[config.mk]
export PLATFORM = sky130hd
export DESIGN_NAME = ifetch_queue
export DESIGN_NICKNAME = d
export VERILOG_FILES = /design/src/rtl/mips_pkg.sv /design/src/rtl/sync_fifo.sv /design/src/rtl/ifetch_queue.sv
export SDC_FILE = /design/constraint.sdc
export NUM_CORES = 1
export LEC_CHECK = 0
export ABC_AREA = 1
export CORE_ASPECT_RATIO = 1.5
export CORE_MARGIN = 5
export CORE_UTILIZATION = 50
export DETAILED_ROUTE_END_ITERATION = 6
export PLACE_DENSITY = 0.71
export SLEW_MARGIN = 20
export SYNTH_ARGS = -nofsm -noshare
export SYNTH_HDL_FRONTEND = slang
export SYNTH_SLANG_ARGS = --single-unit
[constraint.sdc]
create_clock -name clk -period 2.71 [get_ports clk]
set_input_delay 0.271 -clock clk [delete_from_list [all_inputs] [get_ports clk]]
set_output_delay 0.271 -clock clk [all_outputs]
set_load 0.01 [all_outputs]
[src/rtl/mips_pkg.sv]
`default_nettype none
// ============================================================================
// Module   : mips_pkg
// Purpose  : Shared fetch-path types and constants for the instruction queue.
// Revision : 1.0  initial release
// ============================================================================
package mips_pkg;

  localparam int          INSTR_W      = 32;
  localparam logic [31:0] PC_STEP      = 32'd4;
  localparam logic [31:0] RESET_VECTOR = 32'h0000_0000;

  typedef struct packed {
    logic [31:0]        pc;
    logic [INSTR_W-1:0] instr;
  } fetch_entry_t;

  typedef enum logic [0:0] {
    FETCH = 1'b0,
    DRAIN = 1'b1
  } ifq_state_t;

endpackage
`default_nettype wire

[src/rtl/sync_fifo.sv]
`default_nettype none
// ============================================================================
// Module   : sync_fifo
// Purpose  : Single-clock FIFO with push/pop/flush, head read from storage flops.
// Revision : 1.0  initial release
// ============================================================================
module sync_fifo #(
  parameter int WIDTH = 32,
  parameter int DEPTH = 4
) (
  input  logic                     clk,
  input  logic                     rst_n,
  input  logic                     push,
  input  logic [WIDTH-1:0]         push_data,
  input  logic                     pop,
  input  logic                     flush,
  output logic [WIDTH-1:0]         head_data,
  output logic [$clog2(DEPTH):0]   count
);

  localparam int AW = (DEPTH > 1) ? $clog2(DEPTH) : 1;
  localparam int CW = $clog2(DEPTH) + 1;

  logic [WIDTH-1:0] mem_q [DEPTH];
  logic [WIDTH-1:0] mem_d [DEPTH];
  logic [AW-1:0]    rd_ptr_q, rd_ptr_d;
  logic [AW-1:0]    wr_ptr_q, wr_ptr_d;
  logic [CW-1:0]    count_q, count_d;
  logic             do_push, do_pop;

  function automatic logic [AW-1:0] ptr_inc(input logic [AW-1:0] p);
    return (p == AW'(DEPTH - 1)) ? '0 : p + AW'(1);
  endfunction

  // A push into a full FIFO is only taken when a pop frees a slot that cycle.
  assign do_pop  = pop && (count_q != '0);
  assign do_push = push && ((count_q != CW'(DEPTH)) || do_pop);

  always_comb begin
    mem_d    = mem_q;
    rd_ptr_d = rd_ptr_q;
    wr_ptr_d = wr_ptr_q;
    count_d  = count_q;
    if (flush) begin
      rd_ptr_d = '0;
      wr_ptr_d = '0;
      count_d  = '0;
    end else begin
      if (do_push) begin
        mem_d[wr_ptr_q] = push_data;
        wr_ptr_d        = ptr_inc(wr_ptr_q);
      end
      if (do_pop) begin
        rd_ptr_d = ptr_inc(rd_ptr_q);
      end
      count_d = count_q + CW'(do_push) - CW'(do_pop);
    end
  end

  always_ff @(posedge clk or negedge rst_n) begin
    if (!rst_n) begin
      mem_q    <= '{default: '0};
      rd_ptr_q <= '0;
      wr_ptr_q <= '0;
      count_q  <= '0;
    end else begin
      mem_q    <= mem_d;
      rd_ptr_q <= rd_ptr_d;
      wr_ptr_q <= wr_ptr_d;
      count_q  <= count_d;
    end
  end

  assign head_data = mem_q[rd_ptr_q];
  assign count     = count_q;

endmodule
`default_nettype wire

[src/rtl/ifetch_queue.sv]
`default_nettype none
// ============================================================================
// Module   : ifetch_queue
// Purpose  : Sequential fetch front end with in-order prefetch FIFO and redirect.
//            Define IFQ_BYPASS_EN for a zero-latency empty-queue response path.
// Revision : 1.0  initial release
// ============================================================================
module ifetch_queue
  import mips_pkg::*;
#(
  parameter int          DEPTH           = 4,
  parameter logic [31:0] RESET_PC        = RESET_VECTOR,
  parameter int          MAX_OUTSTANDING = 2
) (
  input  logic                   clk,
  input  logic                   rst_n,
  output logic                   mem_req_valid,
  output logic [31:0]            mem_req_addr,
  input  logic                   mem_req_ready,
  input  logic                   mem_rsp_valid,
  input  logic [31:0]            mem_rsp_data,
  input  logic                   redirect,
  input  logic [31:0]            redirect_pc,
  output logic                   out_valid,
  input  logic                   out_ready,
  output logic [31:0]            out_instr,
  output logic [31:0]            out_pc,
  output logic [$clog2(DEPTH):0] q_count
);

  localparam int CNT_W = $clog2(DEPTH) + 1;
  localparam int OUT_W = $clog2(MAX_OUTSTANDING) + 1;

  ifq_state_t       state_q, state_d;
  logic [31:0]      fetch_pc_q, fetch_pc_d;
  logic [OUT_W-1:0] drop_cnt_q, drop_cnt_d;

  logic [OUT_W-1:0] outstanding;
  logic [OUT_W-1:0] outstanding_nxt;
  logic [CNT_W-1:0] q_cnt;
  logic [31:0]      rsp_pc;
  fetch_entry_t     q_head;
  fetch_entry_t     q_push_entry;

  logic req_fire, rsp_fire, rsp_keep, rsp_drop;
  logic q_empty, q_push, q_pop, bypass;
  logic unused_pc_bits;

  assign unused_pc_bits = ^redirect_pc[1:0];

  // The issued-address FIFO doubles as the outstanding-request counter.
  sync_fifo #(
    .WIDTH (32),
    .DEPTH (MAX_OUTSTANDING)
  ) u_pc_fifo (
    .clk       (clk),
    .rst_n     (rst_n),
    .push      (req_fire),
    .push_data (fetch_pc_q),
    .pop       (rsp_fire),
    .flush     (1'b0),
    .head_data (rsp_pc),
    .count     (outstanding)
  );

  sync_fifo #(
    .WIDTH ($bits(fetch_entry_t)),
    .DEPTH (DEPTH)
  ) u_instr_fifo (
    .clk       (clk),
    .rst_n     (rst_n),
    .push      (q_push),
    .push_data (q_push_entry),
    .pop       (q_pop),
    .flush     (redirect),
    .head_data (q_head),
    .count     (q_cnt)
  );

  // Gated by rst_n so no request is advertised while reset is held.
  always_comb begin
    mem_req_valid = rst_n
                 && (state_q == FETCH)
                 && (32'(outstanding) < MAX_OUTSTANDING)
                 && ((32'(q_cnt) + 32'(outstanding)) < DEPTH);
  end

  assign mem_req_addr = fetch_pc_q;
  assign req_fire     = mem_req_valid && mem_req_ready;
  assign rsp_fire     = mem_rsp_valid && (outstanding != '0);
  assign rsp_drop     = rsp_fire && (drop_cnt_q != '0);
  assign rsp_keep     = rsp_fire && (drop_cnt_q == '0);

  assign outstanding_nxt = outstanding + OUT_W'(req_fire) - OUT_W'(rsp_fire);

  assign q_empty = (q_cnt == '0);
  assign q_push_entry.pc    = rsp_pc;
  assign q_push_entry.instr = mem_rsp_data;

`ifdef IFQ_BYPASS_EN
  assign bypass = q_empty && (drop_cnt_q == '0) && !redirect && rsp_fire;
`else
  assign bypass = 1'b0;
`endif

  always_comb begin
    out_valid = !q_empty || bypass;
    out_instr = bypass ? mem_rsp_data : q_head.instr;
    out_pc    = bypass ? rsp_pc       : q_head.pc;
    q_pop     = !q_empty && out_ready;
    q_push    = rsp_keep && !(bypass && out_ready);
    q_count   = q_cnt;
  end

  always_comb begin
    state_d    = state_q;
    fetch_pc_d = fetch_pc_q;
    drop_cnt_d = drop_cnt_q;
    if (req_fire) begin
      fetch_pc_d = fetch_pc_q + PC_STEP;
    end
    if (rsp_drop) begin
      drop_cnt_d = drop_cnt_q - OUT_W'(1);
    end
    // Every request still in flight after this edge belongs to the old stream.
    if (redirect) begin
      fetch_pc_d = {redirect_pc[31:2], 2'b00};
      drop_cnt_d = outstanding_nxt;
      state_d    = (outstanding_nxt != '0) ? DRAIN : FETCH;
    end else if ((state_q == DRAIN) && (drop_cnt_d == '0)) begin
      state_d = FETCH;
    end
  end

  always_ff @(posedge clk or negedge rst_n) begin
    if (!rst_n) begin
      state_q    <= FETCH;
      fetch_pc_q <= RESET_PC;
      drop_cnt_q <= '0;
    end else begin
      state_q    <= state_d;
      fetch_pc_q <= fetch_pc_d;
      drop_cnt_q <= drop_cnt_d;
    end
  end

endmodule
`default_nettype wire

Yosys cells after proc, flatten, opt, wreduce, memory -nomap -nowiden:

Cells that the tools add are included.

* add/sub/neg operators: 13
* $lt $le $gt $ge: 8
* equality and inequality tests: 4
* muxes and demuxes: 28
* bitwise operators: 6
* reduce and logical (&&, ||, !) cells: 30

Operator list (count)
* 256-bit bitwise mux: 1
* 32-bit 2-to-1 mux: 6
* 64-bit 2-to-1 mux: 3
* 64-bit binary-select mux with 2-bit select: 1
* 64-bit demux with 2-bit select: 1
* 64-bit bitwise mux: 1
* 32-bit by 3-bit adder with 32-bit output (second input constant): 1
* 32-bit demux with 1-bit select: 1
* 2-bit 2-to-1 mux: 8
* 1-bit logical AND: 15
* 2-bit nonzero test: 7
* 3-bit >= comparator (second input constant): 2
* 2-bit inverter with 3-bit output: 2
* 1-bit 2-to-1 mux: 5
* 2-bit by 1-bit adder with 2-bit output: 2
* 2-bit by 1-bit adder with 2-bit output (second input constant): 2
* 3-bit by 2-bit adder with 4-bit output: 1
* 2-bit equality test (second input constant): 2
* 2-bit >= comparator (second input constant): 2
* 2-bit logical NOT: 2
* 4-bit by 3-bit less-than comparator with 1-bit output (second input constant): 1
* 1-bit inverter with 2-bit output: 2
* 2-bit by 1-bit subtractor with 2-bit output: 2
* 3-bit by 1-bit adder with 3-bit output: 1
* 15 further kinds: 18

* register bits after elaboration: 366
* bits of input ports: 70
* output and inout bits: 101
* word-level logic and storage cells: 104

Depth between registers and ports, before layout:

Gate-level depths: netlist of the first run.

* depth in word-level cells: 10
* depth in mapped cells: 11
* depth with buffers taken out: 11

Hierarchy:

From an unflattened synthesis of the first run, not the netlist that was laid out.

* cell total of the unflattened synthesis: 2393
* area, all modules: 18499.0 µm²

By module, submodules not included
* sync_fifo (u_instr_fifo): instances 1, cells each 1553, area an instance 12634.6 µm², seq. area each 6581.3 µm²
* sync_fifo (u_pc_fifo): instances 1, cells each 420, area an instance 3308.2 µm², seq. area each 1701.6 µm²
* ifetch_queue: instances 1, cells each 420, area an instance 2556.2 µm², seq. area each 825.8 µm²

Worst setup path before layout of the first run:

No wires, ideal clock.

* path type: flip-flop to flip-flop
* from: register u_instr_fifo.count_q[1] (netlist: u_instr_fifo.count[1])
* to: register u_instr_fifo.count_q[2] (netlist: u_instr_fifo.count[2])
* library setup time: 131 ps
* arrival time: 2064 ps
* data required time: 2579 ps
* setup slack: 514 ps
* cell stages (with the launch flop): 12
* path buffers: 2
* clock period less this slack: 2196 ps
* cells stage by stage: dfrtp_1 -> nor2_1 -> nand2_2 -> nand2_1 -> a21oi_2 -> buf_4 -> buf_2 -> ha_1 -> inv_1 -> fa_1 -> xor2_1 -> nor2_1

* longest elaborated chain between the ends: 9
* elaborated cells on any way between the ends: 11
* those cells by class: 2 x add/sub; 1 x eq/ne; 1 x mux; 7 x reduce/logical

RTL lines
* start, declared: RTL line sync_fifo.sv:28 `logic [CW-1:0] count_q, count_d;`
* start signal, assigned: RTL line sync_fifo.sv:70 `count_q <= count_d;`
* 3-bit logical NOT (*): RTL line ifetch_queue.sv:96 `assign q_empty = (q_cnt == '0);`
* 1-bit logical NOT (*)
* net out_valid: RTL line ifetch_queue.sv:24 `output logic out_valid,`
* 1-bit logical AND (*): RTL line ifetch_queue.sv:110 `q_pop = !q_empty && out_ready;`
* 1-bit logical AND (*): RTL line sync_fifo.sv:36 `assign do_pop = pop && (count_q != '0);`
* 1-bit logical OR: RTL line sync_fifo.sv:37 `assign do_push = push && ((count_q != CW'(DEPTH)) || do_pop);`
* 1-bit logical AND: RTL line sync_fifo.sv:37
* 3-bit by 1-bit adder with 3-bit output: RTL line sync_fifo.sv:56 `count_d = count_q + CW'(do_push) - CW'(do_pop);`
* 3-bit by 1-bit subtractor with 3-bit output (*): RTL line sync_fifo.sv:56
* 3-bit 2-to-1 mux (*): RTL line sync_fifo.sv:44 `if (flush) begin`
* net u_instr_fifo.count_d[2]: RTL line sync_fifo.sv:28

Mark *: on every way through the listed nets, which the timed path passes. The rest lies on a longest branch.
A chain may end at the register's enable or synchronous reset.

Final worst setup path of the first run:

* from: register u_instr_fifo.rd_ptr_q[0]
* to: output port out_pc[21]

* longest elaborated chain between the ends: 4

RTL lines
* start, declared: RTL line sync_fifo.sv:26 `logic [AW-1:0] rd_ptr_q, rd_ptr_d;`
* start signal, assigned: RTL line sync_fifo.sv:68 `rd_ptr_q <= rd_ptr_d;`
* 2-bit inverter with 3-bit output (implied by the code): RTL line sync_fifo.sv:74 `assign head_data = mem_q[rd_ptr_q];`
* 64-bit binary-select mux with 2-bit select: RTL line sync_fifo.sv:74
* 64-bit 2-to-1 mux (implied by the code) (2 in series): RTL line sync_fifo.sv:74
* end, declared: RTL line ifetch_queue.sv:27 `output logic [31:0] out_pc,`

Every way passes these cells. The select of a mux whose other input is x is not followed.

==> results.md, run 1 <==
- Status: finished, final reports clean
- Initial antenna violation count: 1
- Number of routed nets with antenna violations: 0
- Cell area after placement: ~0.020 mm2
- Register-to-Register Setup Slack: 0.52 ns
- Core outline area: about 0.035 mm2
- Io pins: 171
- Portion of the clock cycle consumed by the worst path in the final layout: 1.00
- Area overhead of the layout relative to synthesis: 17.9%
- Layout cell share with drive strength beyond 1: 0.0534
- RSZ-0062 raised after global routing: no
- Leading cell type in the layout, fill and taps excluded: sky130_fd_sc_hd__nand2_1
- Die Span Y: between 200 and 250 um
- Post-synthesis sequential area ratio: 0.501
- Number of filler cells placed in the layout: 3265
- Clock root buffer: sky130_fd_sc_hd__clkbuf_16
- Multi-input gate area: 0.00765 mm2
- Number of global-route vias before repair: 15551
- Number of optimization iterations in the first detailed-route pass: 7
- CTS tree: yes
- Largest vdd supply drop: 0.000489 V
- Final number of hold-violating endpoints: 0
- Post-detailed-route DRC marker count: 0
- Total grt overflow: 0
- CP peak stage delay: 0.61 ns
- Post-route cell area: 0.0207 mm2
- Avg Cell Area, Syn: 7.79 um2
- Tightest slew margin relative to the limit: 0.298
- Initial core utilization: 0.504
- Critical path fanouts, max: 24
- Number of distinct library cells after synthesis: 29
- Via count: 16011
- Floorplan die width: 163 um
- Type of the setup path with the least slack: reg2out
- Number of slew-limit violations in the final report: 0
- Launch point of the worst reg-to-reg path: u_instr_fifo.count[1]
- Post-Route Utilization: 0.593
- Critical Path Slowest Stage Cell: sky130_fd_sc_hd__clkdlybuf4s50_1
- Top-area cell type share of the netlist area: 0.501
- Number of synthesized register bits: ~350
- Wire length of the first global-routing pass: 81800 um
- Register area: just under 0.009 mm2
- Clock buffer depth: 3
- Post-CTS setup buffer count: 0
- Worst-skew pair later-pin latency: 0.53 ns
- Post-Synthesis Cell Area: 0.0176 mm2
- Cell count after synthesis: around 2300
- Startpoint of the lowest-slack hold path: redirect
- Number of buffers created by CTS: 35
- Wire length reported by the detailed router: 50800 um
- Total GRT Usage: 0.258
- Type of the tightest min-delay check: in2reg
- Weighted congestion at the end of routability-driven global placement: 0.892
- Final clock skew: 0.00897 ns
- Number of nets in the finished design: 2404
- Number of I/O port buffers: 164
- Actual transition at the worst max-transition pin: approximately 1.1 ns
- WP data required: 2.44 ns
- Number of max-cap violations: 0
- Total power per unit cell area: around 1000 mW/mm2
- Total die area: 0.0391 mm2
- DRC violation total after the first TritonRoute iteration: around 1400
- Count of final setup violators: 0
- Htree depth: 2
- Clock tree sinks: approximately 350
- HPWL Detailed: 30000 um
- Setup_tns: 0 ns
- Critical Path End Type: output port
- WL/cell: 18.0 um
- Commonest cells after routing, fill and taps aside: sky130_fd_sc_hd__nand2_1, sky130_fd_sc_hd__dfrtp_1, sky130_fd_sc_hd__nand4_1, sky130_fd_sc_hd__o21ai_0, sky130_fd_sc_hd__nor2_1
- Number of synthesized flops with an enable pin: 0
- Highest achievable clock rate: 369 MHz
- Crit path max-delay family: buffers and inverters
- Synth area leaders: sky130_fd_sc_hd__dfrtp_1, sky130_fd_sc_hd__nand2_1, sky130_fd_sc_hd__nand4_1
- Total buffers and inverters traversed by the critical path: 3
- Crit start category: flip-flop
- Share of flip-flops with an asynchronous set or reset: 1.00
- Worst setup path start: u_instr_fifo.rd_ptr_q[0]
- Drt via density: between 5 and 6
- Post-synthesis cell type with the largest combined area: sky130_fd_sc_hd__dfrtp_1
- Data arrival time of the critical path: approximately 2.4 ns
- Dominant register cell in the synthesized netlist: sky130_fd_sc_hd__dfrtp_1
- Post-CTS clock slew at the launch and capture registers of the worst setup and hold paths: 0.06 ns
- # rows: 84
- LEAKAGE: 10.2 nW
- Number of warnings reported in the yosys synthesis log: 0
- Minimum period implied by the final worst setup slack: 2.71 ns
- Maximum number of pins on one net before global-route repair: 173
- Critical path, cell by cell: clkinv_2 > buf_4 > o21ai_0 > o22ai_1 > clkdlybuf4s50_1
-- worst min-delay path: stages --
cell and delay [ns]:
sky130_fd_sc_hd__buf_2 0.14, sky130_fd_sc_hd__inv_8 0.14, sky130_fd_sc_hd__nand3_1 0.13, sky130_fd_sc_hd__nand2_1 0.04
-- sequential cells by signal (all words and copies together) (netlist names) --
register,flops
drop_cnt_q,2
mem_req_addr,30
state_q,1
u_instr_fifo.count,3
u_instr_fifo.mem_q,248
u_instr_fifo.rd_ptr_q,2
u_instr_fifo.wr_ptr_q,2
u_pc_fifo.count,2
u_pc_fifo.mem_q,60
u_pc_fifo.rd_ptr_q,1
u_pc_fifo.wr_ptr_q,1
-- metal layers --
metal  GRT usage  part of all wire
met4       0.110             0.039
met5           0                 0
met3      0.0324             0.063
met1       0.326              0.40
met2       0.446              0.50
-- per-stage QoR --
| stage | std cells | hold slack [ns] | power [W] | worst slack [ns] |
|---|---|---|---|---|
| detailed placement | 2755 | 0.453 | 0.0155 | 0.437 |
| floorplan | 2259 | -0.0246 | 0.0120 | 0.514 |
| finish | 2816 | 0.254 | 0.0204 | 0.00106 |
| global placement | 2755 | 0.448 | 0.0153 | 0.445 |
| CTS | 2815 | 0.252 | 0.0204 | 0.0172 |
| global route | 2816 | 0.294 | 0.0216 | 0.00303 |
-- report_power, final --
| group | internal (W) | switching (W) |
|---|---|---|
| registers | 0.00664 | 0.000827 |
| clock network | 0.00285 | 0.00202 |
| logic | 0.00319 | 0.00484 |
| total | 0.0127 | 0.00769 |
-- layout make-up --
cell class                 instances  area share
antenna                            1    0.000121
clock inverter                     7     0.00423
multi-input combinational       1618       0.370
timing repair buffer             208       0.102
sequential                       352       0.426
clock buffer                      52      0.0503
inverter                         105      0.0195
tap                              473      0.0286
-- kinds of logic after synthesis --
group           share of synthesized area
compound gates                     0.0943
flops                               0.501
simple gates                        0.318
fa+ha+maj                          0.0104
other cells                      0.000213
xor+xnor                          0.00798
buf+inv                            0.0682
-- synth_stat cells (4+ instances only) --
| cell | n |
|---|---|
| sky130_fd_sc_hd__buf_1 | 13 |
| sky130_fd_sc_hd__nand4_1 | 248 |
| sky130_fd_sc_hd__nand3_1 | 50 |
| sky130_fd_sc_hd__ha_1 | 13 |
| sky130_fd_sc_hd__clkbuf_1 | 99 |
| sky130_fd_sc_hd__nor2_1 | 181 |
| sky130_fd_sc_hd__nor2_2 | 4 |
| sky130_fd_sc_hd__inv_1 | 101 |
| sky130_fd_sc_hd__o21a_1 | 27 |
| sky130_fd_sc_hd__o211ai_1 | 5 |
| sky130_fd_sc_hd__nand2_1 | 793 |
| sky130_fd_sc_hd__buf_4 | 9 |
| sky130_fd_sc_hd__o21ai_0 | 201 |
| sky130_fd_sc_hd__o22ai_1 | 62 |
| sky130_fd_sc_hd__dfrtp_1 | 352 |
| sky130_fd_sc_hd__buf_2 | 63 |
| sky130_fd_sc_hd__xor2_1 | 13 |
-- path summary, 6_finish.rpt --
check	cells past startpoint	end
hold reg to reg	2	u_instr_fifo.mem_q[187]
max in group asynchronous	4	u_pc_fifo.mem_q[9]
min in group asynchronous	3	u_instr_fifo.mem_q[25]
setup reg to reg	10	state_q
setup / recovery	5	out_pc[21]
hold / removal	4	state_q
-- repair_timing --
item / 4_1_cts / 5_1_grt
endpoints found under the hold margin: 133 / 0
hold buffers: 1 / 0
setup endpoints to repair: 14 / 6
resized for setup: 6 / 6
Power figures use the tool's default switching activity.
==> inputs of run 2 (changes only) <==
CORE_UTILIZATION = 41   (was 50)
PLACE_DENSITY = not set   (was 0.71)
SKIP_LAST_GASP = 1   (was not set)
==> run 2 against run 1 <==
  * Worst hold slack got worse by 0.021 ns
  * Critical path type unchanged
  * Sequential share of layout area is 1.1 points lower
  * Maximum frequency increased by 1.3%
  * Critical endpoint is now out_pc[13]
  * Die area rose by 21%
  * Flip-flop and latch count stayed put
==> results.md, run 2 (same netlist as run 1, synthesis figures left out) <==
- Status: finished, final reports clean
- Post-detailed-route DRC marker count: 0
- Portion of the clock cycle consumed by the worst path in the final layout: 0.987
- Number of standard cells in the layout, taps in and fillers out: between 2000 and 3000
- CTS tree: yes
- Area overhead of the layout relative to synthesis: 21.1%
- Minimum period implied by the final worst setup slack: 2.67 ns
- Highest achievable clock rate: around 370 MHz
- WP data required: 2.44 ns
- Hold Path Cell Cnt: 4
- Type of the tightest min-delay check: in2reg
- Type of the setup path with the least slack: reg2out
- Post-CTS clock slew at the launch and capture registers of the worst setup and hold paths: 0.06 ns
- HPWL Detailed: 31700 um
- WL/cell: 18.4 um
- Die Span Y: ~260 um
- Clock tree sinks: 352
- Number of slew-limit violations in the final report: 0
- Largest vdd supply drop: 0.000415 V
- Number of max-cap violations: 0
- Wire length reported by the detailed router: 54000 um
- Floorplan die width: 179 um
- Initial antenna violation count: 0
- Critical Path End Type: output port
- Clock root buffer: sky130_fd_sc_hd__clkbuf_16
- Critical path, cell by cell: inv_8 > buf_16 > nor2_1 > o22ai_2 > clkdlybuf4s50_1
- Actual transition at the worst max-transition pin: 0.915 ns
- Initial core utilization: 0.411
- Count of final setup violators: 0
- CP peak stage delay: 0.59 ns
- Number of cell instances on the worst register-to-register path: 9
- DRC violation total after the first TritonRoute iteration: 1357
- Number of I/O port buffers: 164
- LEAKAGE: between 10 and 15 nW
- Htree depth: 2
- Number of buffers created by CTS: 39
- Layout cell share with drive strength beyond 1: 0.0631
- Number of global-route vias before repair: around 16000
- Data arrival time of the critical path: 2.40 ns
- Biggest register: u_instr_fifo.mem_q
- Post-route cell area: around 0.021 mm2
- RSZ-0062 raised after global routing: yes
- Total die area: approximately 0.047 mm2
- Number of optimization iterations in the first detailed-route pass: 7
- Total GRT Usage: 0.225
- Via count: 16008
- Final number of hold-violating endpoints: 0
- Leading cell type in the layout, fill and taps excluded: sky130_fd_sc_hd__nand2_1
- Met2 Usage GRT: 0.392
- Critical path fanouts, max: 30
- Cell area after placement: slightly below 0.02 mm2
- Wire length of the first global-routing pass: 85400 um
- GRT busiest layer: met2
- Worst-skew pair later-pin latency: between 0.5 and 0.6 ns
- Total power per unit cell area: a little under 1000 mW/mm2
- Commonest cells after routing, fill and taps aside: sky130_fd_sc_hd__nand2_1, sky130_fd_sc_hd__dfrtp_1, sky130_fd_sc_hd__nand4_1, sky130_fd_sc_hd__o21ai_0, sky130_fd_sc_hd__nor2_1
- Core outline area: 0.0427 mm2
- Inst Count DP: ~2900
- Ant diodes: 0
- Maximum number of pins on one net before global-route repair: 151
- Number of nets in the finished design: 2419
- Weighted congestion at the end of routability-driven global placement: 0.843
- Drt via density: 5.46
- Number of filler cells placed in the layout: 4184
- Met1 demand-to-capacity share in global routing: 0.283
- Flip-flop count of the largest register, all copies and words added: 248
- Clock buffer depth: 3
- # rows: 93
- Crit start category: flip-flop
- Critical Path Slowest Stage Cell: sky130_fd_sc_hd__clkdlybuf4s50_1
- Final clock skew: 0.0136 ns
- Total grt overflow: 0
- Io pins: 171
- Tightest slew margin relative to the limit: 0.390
- Number of routed nets with antenna violations: 0
- Met3 track demand over resource: 0.0310
==> run 2: cell types whose count changed in the layout (fill, tap and decap cells not counted), sizes merged <==
cell           before  now
clkdlybuf4s50     162  122
dlygate4sd2         0   23
dlymetal6s2s        0   17
buf                45   54
clkinv              5   10
clkbuf             52   56
bufbuf              0    1
bufinv              2    3
diode               1    0
==> run 2: worst paths after layout <==
check | endpoint | start | slack (ns)
worst max-delay path | out_pc[13] | u_instr_fifo.rd_ptr_q[0] | 0.04
worst min-delay path | state_q | redirect | 0.23
worst max register to register | mem_req_addr[11] | u_instr_fifo.count[1] | 0.53
worst min register to register | u_instr_fifo.mem_q[156] | u_instr_fifo.mem_q[156] | 0.47
max in group asynchronous | u_instr_fifo.mem_q[220] | rst_n | 0.89
min in group asynchronous | u_instr_fifo.mem_q[250] | rst_n | 0.38
==> run 2: final cells by class <==
| cell class | instances | area, um2 | share of cell area |
|---|---|---|---|
| Clock buffer | 55 | 1150 | 0.0540 |
| Clock inverter | 13 | 143 | 0.00670 |
| Inverter | 105 | 410 | 0.0193 |
| Multi-Input combinational cell | 1618 | 7660 | 0.360 |
| Sequential cell | 352 | 8810 | 0.414 |
| Tap cell | 570 | 713 | 0.0335 |
| Timing Repair Buffer | 219 | 2380 | 0.112 |
==> run 2: power breakdown <==
part / leakage, nW / internal [W] / total (W) / switching [W]
registers: 4.61 / 0.00664 / 0.00748 / 0.000839
clock network: 0.642 / 0.00323 / 0.00540 / 0.00217
logic: 5.43 / 0.00317 / 0.00811 / 0.00494
total: 10.7 / 0.0130 / 0.0210 / 0.00795
==> run 2: critical path, delay by kind of cell, from the launching register on <==
kind | cells | cell delay [ns]
buffers and inverters | 3 | 0.93
flip-flops | 1 | 0.58
AND/OR/NAND/NOR | 1 | 0.07
AO/OA/AOI/OAI | 1 | 0.27
==> run 2: metal layers <==
metal | part of all wire | up-vias
li1 | - | 7660
met5 | 0 | -
met2 | 0.51 | 485
met3 | 0.053 | 98
met4 | 0.033 | 0
met1 | 0.41 | 7765
==> run 2: repair_timing <==
| action | 4_1_cts | 5_1_grt |
|---|---|---|
| cloned | 2 | 1 |
| endpoints found under the setup margin | 58 | 22 |
| pin swaps | 0 | 1 |
| setup buffers | 3 | 0 |
| hold buffers | 1 | 0 |
| endpoints found under the hold margin | 297 | 0 |
| gates resized for setup | 38 | 21 |
==> run 2: per-stage QoR <==
step / setup slack, ns / setup TNS (ns) / util / hold WS (ns) / power [W]
final: 0.0360 / 0 / 0.498 / 0.233 / 0.0210
after global routing: -0.0288 / -0.0860 / 0.498 / 0.262 / 0.0223
after CTS: -0.00269 / -0.00317 / 0.497 / 0.226 / 0.0212
after detailed placement: 0.326 / 0 / 0.463 / 0.453 / 0.0156
after global placement: 0.345 / 0 / 0.463 / 0.448 / 0.0155
after floorplan: 0.514 / 0 / - / -0.0246 / 0.0120
